`src/rtl/ps2_key_emulator_pkg.sv`:
```
// Shared constants, state types and scan-code sequencing helpers for the
// PS/2 keyboard emulator.
package ps2_pkg;

  localparam logic [7:0]  PS2_EXT_PREFIX   = 8'hE0;
  localparam logic [7:0]  PS2_BREAK_PREFIX = 8'hF0;
  localparam int unsigned PS2_FRAME_BITS   = 11;

  // Event-level sequencer states
  typedef enum logic [2:0] {
    ST_IDLE,
    ST_LOAD,
    ST_FRAME,
    ST_GAP,
    ST_DONE
  } key_state_t;

  // Single-frame serialiser states
  typedef enum logic [1:0] {
    TX_IDLE,
    TX_BIT_HI,
    TX_BIT_LO
  } tx_state_t;

  // Index of the final byte of a sequence: one extra byte per prefix.
  function automatic logic [1:0] seq_last(input logic ext, input logic brk);
    return {1'b0, ext} + {1'b0, brk};
  endfunction

  // Byte at position idx of the sequence [E0] [F0] code.
  function automatic logic [7:0] seq_byte(input logic [1:0] idx,
                                          input logic       ext,
                                          input logic       brk,
                                          input logic [7:0] code);
    logic [7:0] b;
    b = code;
    case (idx)
      2'd0: begin
        if (ext)      b = PS2_EXT_PREFIX;
        else if (brk) b = PS2_BREAK_PREFIX;
      end
      2'd1: begin
        if (ext && brk) b = PS2_BREAK_PREFIX;
      end
      default: b = code;
    endcase
    return b;
  endfunction

endpackage

```
`src/rtl/ps2_key_emulator_frame_tx.sv`:
```
// Serialises one byte as an 11-bit device-to-host PS/2 frame:
// start(0), d0..d7, odd parity, stop(1). Data changes at the start of each
// clock-high half so it is stable across every falling edge.
module ps2_frame_tx
  import ps2_pkg::*;
#(
  parameter int unsigned HALF_PERIOD = 2000,
  parameter int unsigned CNT_W       = 16
) (
  input  logic       clk,
  input  logic       resetN,
  input  logic       start,
  input  logic [7:0] data_byte,
  output logic       ps2_clk,
  output logic       ps2_data,
  output logic       frame_done
);

  localparam logic [CNT_W-1:0] HALF_LAST = CNT_W'(HALF_PERIOD - 1);
  localparam logic [3:0]       LAST_BIT  = 4'(PS2_FRAME_BITS - 1);

  tx_state_t        state;
  logic [CNT_W-1:0] cnt;
  logic [3:0]       bit_idx;
  logic [9:0]       shreg;

  // Frame FSM with registered line outputs
  always_ff @(posedge clk or negedge resetN) begin
    if (!resetN) begin
      state      <= TX_IDLE;
      cnt        <= '0;
      bit_idx    <= '0;
      shreg      <= '0;
      ps2_clk    <= 1'b1;
      ps2_data   <= 1'b1;
      frame_done <= 1'b0;
    end else begin
      frame_done <= 1'b0;
      case (state)
        TX_IDLE: begin
          ps2_clk  <= 1'b1;
          ps2_data <= 1'b1;
          cnt      <= '0;
          if (start) begin
            // remaining bits after the start bit: d0..d7, parity, stop
            shreg    <= {1'b1, ~^data_byte, data_byte};
            ps2_data <= 1'b0;
            bit_idx  <= '0;
            state    <= TX_BIT_HI;
          end
        end
        TX_BIT_HI: begin
          if (cnt == HALF_LAST) begin
            cnt     <= '0;
            ps2_clk <= 1'b0;
            state   <= TX_BIT_LO;
          end else begin
            cnt <= cnt + 1'b1;
          end
        end
        TX_BIT_LO: begin
          if (cnt == HALF_LAST) begin
            cnt     <= '0;
            ps2_clk <= 1'b1;
            if (bit_idx == LAST_BIT) begin
              ps2_data   <= 1'b1;
              frame_done <= 1'b1;
              state      <= TX_IDLE;
            end else begin
              bit_idx  <= bit_idx + 1'b1;
              ps2_data <= shreg[0];
              shreg    <= {1'b1, shreg[9:1]};
              state    <= TX_BIT_HI;
            end
          end else begin
            cnt <= cnt + 1'b1;
          end
        end
        default: state <= TX_IDLE;
      endcase
    end
  end

endmodule

```
`src/rtl/ps2_key_emulator.sv`:
```
// Device-side PS/2 keyboard emulator: turns a make/break request for a
// 9-bit key code into its scan-code byte sequence and sends each byte as a
// PS/2 frame, with idle gaps between frames of one event.
module ps2_key_emulator
  import ps2_pkg::*;
#(
  parameter int unsigned HALF_PERIOD = 2000,
  parameter int unsigned BYTE_GAP    = 4000,
  parameter int unsigned CNT_W       = 16
) (
  input  logic       clk,
  input  logic       resetN,
  input  logic [8:0] keyCode,
  input  logic       make,
  input  logic       brakee,
  output logic       ps2_clk,
  output logic       ps2_data,
  output logic       busy,
  output logic       done
);

  // The frame_done register and the LOAD state each add one idle-high cycle,
  // so the GAP state itself runs BYTE_GAP-2 cycles (BYTE_GAP must be >= 3)
  // to keep the line-idle time between frames at exactly BYTE_GAP.
  localparam logic [CNT_W-1:0] GAP_LAST = CNT_W'(BYTE_GAP - 3);

  key_state_t       state;
  logic [7:0]       code_q;
  logic             ext_q;
  logic             brk_q;
  logic [1:0]       byte_idx;
  logic [CNT_W-1:0] gap_cnt;

  logic             frame_start;
  logic [7:0]       frame_byte;
  logic             frame_done;

  // Start strobe and byte selection are decoded from registered state only
  always_comb begin
    frame_start = (state == ST_LOAD);
    frame_byte  = seq_byte(byte_idx, ext_q, brk_q, code_q);
  end

  // Request capture, byte sequencing and inter-frame gap timing
  always_ff @(posedge clk or negedge resetN) begin
    if (!resetN) begin
      state    <= ST_IDLE;
      code_q   <= '0;
      ext_q    <= 1'b0;
      brk_q    <= 1'b0;
      byte_idx <= '0;
      gap_cnt  <= '0;
      busy     <= 1'b0;
      done     <= 1'b0;
    end else begin
      done <= 1'b0;
      case (state)
        ST_IDLE: begin
          gap_cnt <= '0;
          if (make || brakee) begin
            code_q   <= keyCode[7:0];
            ext_q    <= keyCode[8];
            brk_q    <= ~make;
            byte_idx <= '0;
            busy     <= 1'b1;
            state    <= ST_LOAD;
          end
        end
        ST_LOAD: state <= ST_FRAME;
        ST_FRAME: begin
          if (frame_done) begin
            if (byte_idx == seq_last(ext_q, brk_q)) begin
              done  <= 1'b1;
              state <= ST_DONE;
            end else begin
              gap_cnt <= '0;
              state   <= ST_GAP;
            end
          end
        end
        ST_GAP: begin
          if (gap_cnt == GAP_LAST) begin
            gap_cnt  <= '0;
            byte_idx <= byte_idx + 1'b1;
            state    <= ST_LOAD;
          end else begin
            gap_cnt <= gap_cnt + 1'b1;
          end
        end
        ST_DONE: begin
          busy  <= 1'b0;
          state <= ST_IDLE;
        end
        default: state <= ST_IDLE;
      endcase
    end
  end

  ps2_frame_tx #(
    .HALF_PERIOD(HALF_PERIOD),
    .CNT_W      (CNT_W)
  ) u_frame_tx (
    .clk       (clk),
    .resetN    (resetN),
    .start     (frame_start),
    .data_byte (frame_byte),
    .ps2_clk   (ps2_clk),
    .ps2_data  (ps2_data),
    .frame_done(frame_done)
  );

endmodule

```
`config.mk`:
```
export PLATFORM = sky130hd
export DESIGN_NAME = ps2_key_emulator
export DESIGN_NICKNAME = d
export VERILOG_FILES = /design/src/rtl/ps2_key_emulator_pkg.sv /design/src/rtl/ps2_key_emulator_frame_tx.sv /design/src/rtl/ps2_key_emulator.sv
export SDC_FILE = /design/constraint.sdc
export NUM_CORES = 1
export LEC_CHECK = 0
export CAP_MARGIN = 25
export CORE_ASPECT_RATIO = 0.9
export CORE_MARGIN = 5
export CORE_UTILIZATION = 50
export CTS_CLUSTER_SIZE = 24
export DETAILED_ROUTE_END_ITERATION = 16
export PLACE_DENSITY = 0.68
export SYNTH_ARGS = -nofsm -noshare
export SYNTH_HDL_FRONTEND = slang
export SYNTH_SLANG_ARGS = --single-unit
```
`constraint.sdc`:
```
create_clock -name clk -period 3 [get_ports clk]
set_input_delay 0.3 -clock clk [delete_from_list [all_inputs] [get_ports clk]]
set_output_delay 0.3 -clock clk [all_outputs]
set_load 0.02 [all_outputs]
```
# Yosys cells after proc, flatten, opt, wreduce, memory -nomap -nowiden
# Index checks and enable logic that the tools add are counted.
# Widths: inputs -> output; s select.
# op_classes
n_addsub,5
eq_ne,19
n_mux,46
n_bitwise,1
reduce_logical,22
# op_table
cell,n
$mux 16,4
$pmux 16 s3,1
$add 16x1->16 const B,2
$pmux 16 s2,1
$mux 10,3
$mux 8,3
$pmux 10 s2,1
$eq 16x11->1 const B,1
$eq 16x12->1 const B,1
$pmux 8 s2,1
$reduce_and 3->1,5
$mux 1,13
$mux 3,4
$mux 4,3
$pmux 3 s4,1
$mux 2,5
$ne 2x2->1 const B,5
$pmux 4 s2,1
$reduce_bool 2->1,4
$reduce_xnor 8->1,1
$eq 3x2->1 const B,2
$ne 2x1->1 const B,3
$pmux 2 s3,1
$reduce_and 2->1,3
20 further kinds,24
# word_totals
regBits,68
inputBits,13

# Depth between registers and ports, before layout
# depth
ltp_word,6
depth_mapped,9
ltp_nobuf,8

# Cells and area by module
# Synthesis repeated with hierarchy kept, for this count alone.
# hier_totals
hier_cells,383
hier_area_um2,3822.4
# modules_own_cells
module,instances,cells_per_inst,area_each_um2,seq_area_each_um2
ps2_frame_tx,1,199,2042.0,878.3
ps2_key_emulator,1,184,1780.5,825.8

# Worst setup path after synthesis
# Ideal clock, no wire load.
# synth_timing
path_kind,reg-to-reg
startpoint,register u_frame_tx.cnt[13]
endpoint,register u_frame_tx.bit_idx[3]
setup_ps,120
t_arrival_ps,2229
path_slack_ps,650
stages_incl_launch_ff,8
n_path_buf,1
period_less_slack_ps,2350
path_cell_list,dfrtp_1 -> or4_1 -> or4_4 -> buf_6 -> or3_4 -> nor2_4 -> xnor2_1 -> nor2_1
# synth_via
elab_chain_len,3
# synth_lines
item,line,source
start: declaration,ps2_key_emulator_frame_tx.sv:23,logic [CNT_W-1:0] cnt;
start signal: assignment,ps2_key_emulator_frame_tx.sv:58,cnt <= cnt + 1'b1;
start signal: assignment,ps2_key_emulator_frame_tx.sv:76,cnt <= cnt + 1'b1;
$eq 16x11->1,ps2_key_emulator_frame_tx.sv:62,if (cnt == HALF_LAST) begin
$ne 2x1->1 (no line),n/a,
$reduce_and 4->1 (no line),n/a,
end signal: assignment,ps2_key_emulator_frame_tx.sv:70,bit_idx <= bit_idx + 1'b1;
end: declaration,ps2_key_emulator_frame_tx.sv:24,logic [3:0] bit_idx;
# No other way between the ends.
# A chain may end at the register's enable or synchronous reset.

# Worst setup path in the final report
# layout_timing
startpoint,register u_frame_tx.cnt[12]
endpoint,register u_frame_tx.bit_idx[2]
# The elaborated chain is that of the path after synthesis.

==> results by group <==
Worst setup path
  – Critical Path Fanout Max: 22
  – Kind of critical path: reg2reg
  – Slowest-stage cell, CP: or4_4
  – Most numerous cell on the critical path: nor2_1
  – Data arrival time of the critical path: approximately 2.8 ns
  – Max stage delay on crit path: 0.59 ns
  – Crit start category: flip-flop
  – Worst EP required: 3.22 ns
  – Critical-path cell list: or4_1 -> or4_4 -> o22ai_1 -> nand2_1 -> nor2_1 -> nor2_1
  – Type of destination of the critical path: flip-flop

Layout
  – Final core utilization: a little under three fifths
  – Layout cells sized above 1: 10.3%
  – Post-route insts no fill: 499
  – Ant diodes: 0
  – Area Overhead vs Synth: 11.8%
  – Most common cell after layout, fill and taps aside: dfrtp_1
  – Layout fillers: slightly above 600
  – Most frequent cells in the layout: 66 x dfrtp_1, 43 x o21ai_0, 37 x nor2_1, 33 x nand2_1, 27 x a21oi_1
  – Nets: about 430

Routing
  – Post-DR wirelength/cell: 14.0 um
  – WL final: 7000 um
  – Post-route ant nets: 0
  – Via count: 2765
  – Residual DRC: 0
  – DR pass1 iterations: 4
  – Detailed Route Iter0 Violations: 85
  – Post-DR vias/cell: 5.54

Place
  – # port buffers: 16
  – Pre-CTS setup slack: 0.453 ns
  – DP Wirelength: ~5000 um
  – GPL Wtd Cong: 0.780
  – Placed cells: about 480

Die
  – Num ports: 17
  – Site Rows: 29
  – Total core area: 0.00704 mm^2
  – Die height: 90.4 um
  – Initial Util: between 50% and 60%
  – Die footprint: approximately 0.0090 mm^2
  – Die W: 99.4 um

STA
  – Worst slew margin: 51.2%
  – Pins Over Slew Limit: 0
  – Final setup fails: 0
  – Worst-Margin Slew: roughly 0.73 ns
  – Final hold violations: 0
  – F_max: 392 MHz
  – RSZ-0062 raised after global routing: no
  – Final min period: 2.55 ns
  – Setup_tns: 0 ns
  – Setup Skew: between 0.009 and 0.01 ns
  – Tcrit/Tclk final: 84.9%
  – Final WS setup: ~0.45 ns

Logic synthesis
  – Post-synth EDFFs: 0
  – Syn Area/Cell: 9.41 um^2
  – Post-Syn Nets: 409
  – Synth cell types: 48
  – Gate Count Post-Synth: 382
  – Sequential element share of the synthesized area: 47.4%
  – FFs w/ async S/R, synth: 100%
  – Top FF cell, synth: dfrtp_1
  – Flops & latches, synth: 68
  – Synthesis warning total: 0
  – Post-Syn Area: between 0.003 and 0.004 mm^2

Clocking
  – CTS hold repair buffers: 1
  – Post-CTS Setup Inserts: 0
  – CTS tree: built
  – Reg clk slew, reported paths: 0.07 ns
  – H-tree Lvls: 3
  – Post-CTS Resized: 0
  – Num CTS Buffers: 9
  – Sink Count: 68
  – Root Buffer: clkbuf_8
  – Clock Path Buffers: 2
  – Clk Latency, worst-skew pair: 0.34 ns

Pwr
  – Comb power frac: 33.2%
  – Power, Total: roughly 2.8 mW
  – Power per cell area: 696 mW/mm^2
  – Sw power: 1.03 mW
  – VDD IR max: 307 uV
  – Internal power: 1.77 mW
  – Sequential power share: between 40% and 50%
  – Clock share of power: between 20% and 30%
  – Pleak: between 1.5 and 2 nW
  – Sw frac: 36.8%

GRT
  – Total GRT Usage: 16.5%
  – Vias in the first global route: 2719
  – First-pass GRT wire length: around 12000 um
  – Largest net degree at the start of global routing: 27
  – Initial antenna violation count: 0
  – Grt total ovfl: 0

Outcome
  – Status: complete, no violations

Job
  – MaxCap Viol Count: 0

Worst hold path
  – Hold/Removal Path Class: reg2reg
[through the flow]
stage / hold slack, ns / instance area (um^2)
after global routing: 0.487 / 4020
after floorplan: 0.00441 / 3590
after detailed placement: 0.348 / 3840
final: 0.468 / 4020
after CTS: 0.469 / 4020
after global placement: 0.335 / 3840
[worst max-delay path, delay by kind of cell, from the launching register on]
family	cells	cell delay, ns
and+or+nand+nor	5	1.87
DFF	1	0.42
AOI/OAI and AO/OA	1	0.15
[power by group through the flow]
| stage | sequential, mW | clock [mW] | combinational (mW) |
|---|---|---|---|
| 2_1_floorplan | 1.20 | 0 | 0.711 |
| 3_3_place_gp | 1.22 | 0 | 0.904 |
| 3_5_place_dp | 1.23 | 0 | 0.928 |
| 4_1_cts | 1.21 | 0.671 | 0.934 |
| 5_1_grt | 1.24 | 0.723 | 1.06 |
| 6_report | 1.22 | 0.653 | 0.930 |
[routing by layer]
layer	global-route usage [%]	routed length [um]	vias to the layer above
met4	6.14	105	0
li1	-	-	1380
met3	3.32	204	8
met1	22.6	3420	1338
met5	0	0	-
met2	25.8	3270	39
[layout make-up]
type	count	area, um^2	share of cell area [%]
inverter	15	56.3	1.40
multi-input combinational	285	1770	44.1
clock buffer	10	138	3.42
sequential	68	1700	42.4
clock inverter	6	30.0	0.747
timing repair buffer	22	203	5.04
tap	93	116	2.89
[kinds of logic (layout without fill, tap and decap cells)]
logic type	Yosys count	after routing	synth area share, %
AND/OR/NAND/NOR	148	148	21.2
AO/OA/AOI/OAI	87	87	13.3
flip-flops	68	68	47.4
buffers and inverters	29	53	3.27
XOR/XNOR	23	23	5.99
adder cells (fa/ha/maj)	14	14	4.87
multiplexers	13	13	4.00
[Yosys cell counts (5+ instances only)]
| library cell | number | area, um^2 |
|---|---|---|
| ha_1 | 14 | 175 |
| xnor2_1 | 12 | 105 |
| nor2_1 | 37 | 139 |
| dfrtp_1 | 66 | 1650 |
| nor3_1 | 9 | 45.0 |
| a21oi_1 | 27 | 135 |
| o21ai_0 | 43 | 215 |
| xor2_1 | 10 | 87.6 |
| nor2b_1 | 5 | 31.3 |
| clkbuf_1 | 12 | 45.0 |
| nor3b_1 | 5 | 37.5 |
| nand2_1 | 33 | 124 |
| inv_1 | 15 | 56.3 |
| mux2_2 | 11 | 124 |
| nand3_1 | 18 | 90.1 |
| o31ai_1 | 5 | 37.5 |
| nand4_1 | 7 | 43.8 |
[sequential cells by signal (all words and copies together) (netlist names)]
name and cells:
code_q 8, state 3, busy 1, u_frame_tx.frame_done 1
brk_q 1, ext_q 1, u_frame_tx.cnt 16, u_frame_tx.ps2_clk 1
u_frame_tx.state 2, done 1, u_frame_tx.bit_idx 4, byte_idx 2
gap_cnt 16, u_frame_tx.shreg 10, u_frame_tx.ps2_data 1
[final timing paths]
kind / slack, ns / to / cells after the start / start
worst min-delay path: 0.47 / u_frame_tx.shreg[9] / 1 / u_frame_tx.shreg[9]
min in group asynchronous: 0.51 / u_frame_tx.shreg[1] / 2 / resetN
max in group asynchronous: 1.71 / gap_cnt[6] / 3 / resetN
worst max-delay path: 0.45 / u_frame_tx.bit_idx[2] / 6 / u_frame_tx.cnt[12]
worst min register to register: 0.47 / u_frame_tx.shreg[9] / 1 / u_frame_tx.shreg[9]
worst max register to register: 0.45 / u_frame_tx.bit_idx[2] / 6 / u_frame_tx.cnt[12]
No activity file was read; power rests on OpenSTA's default activity.
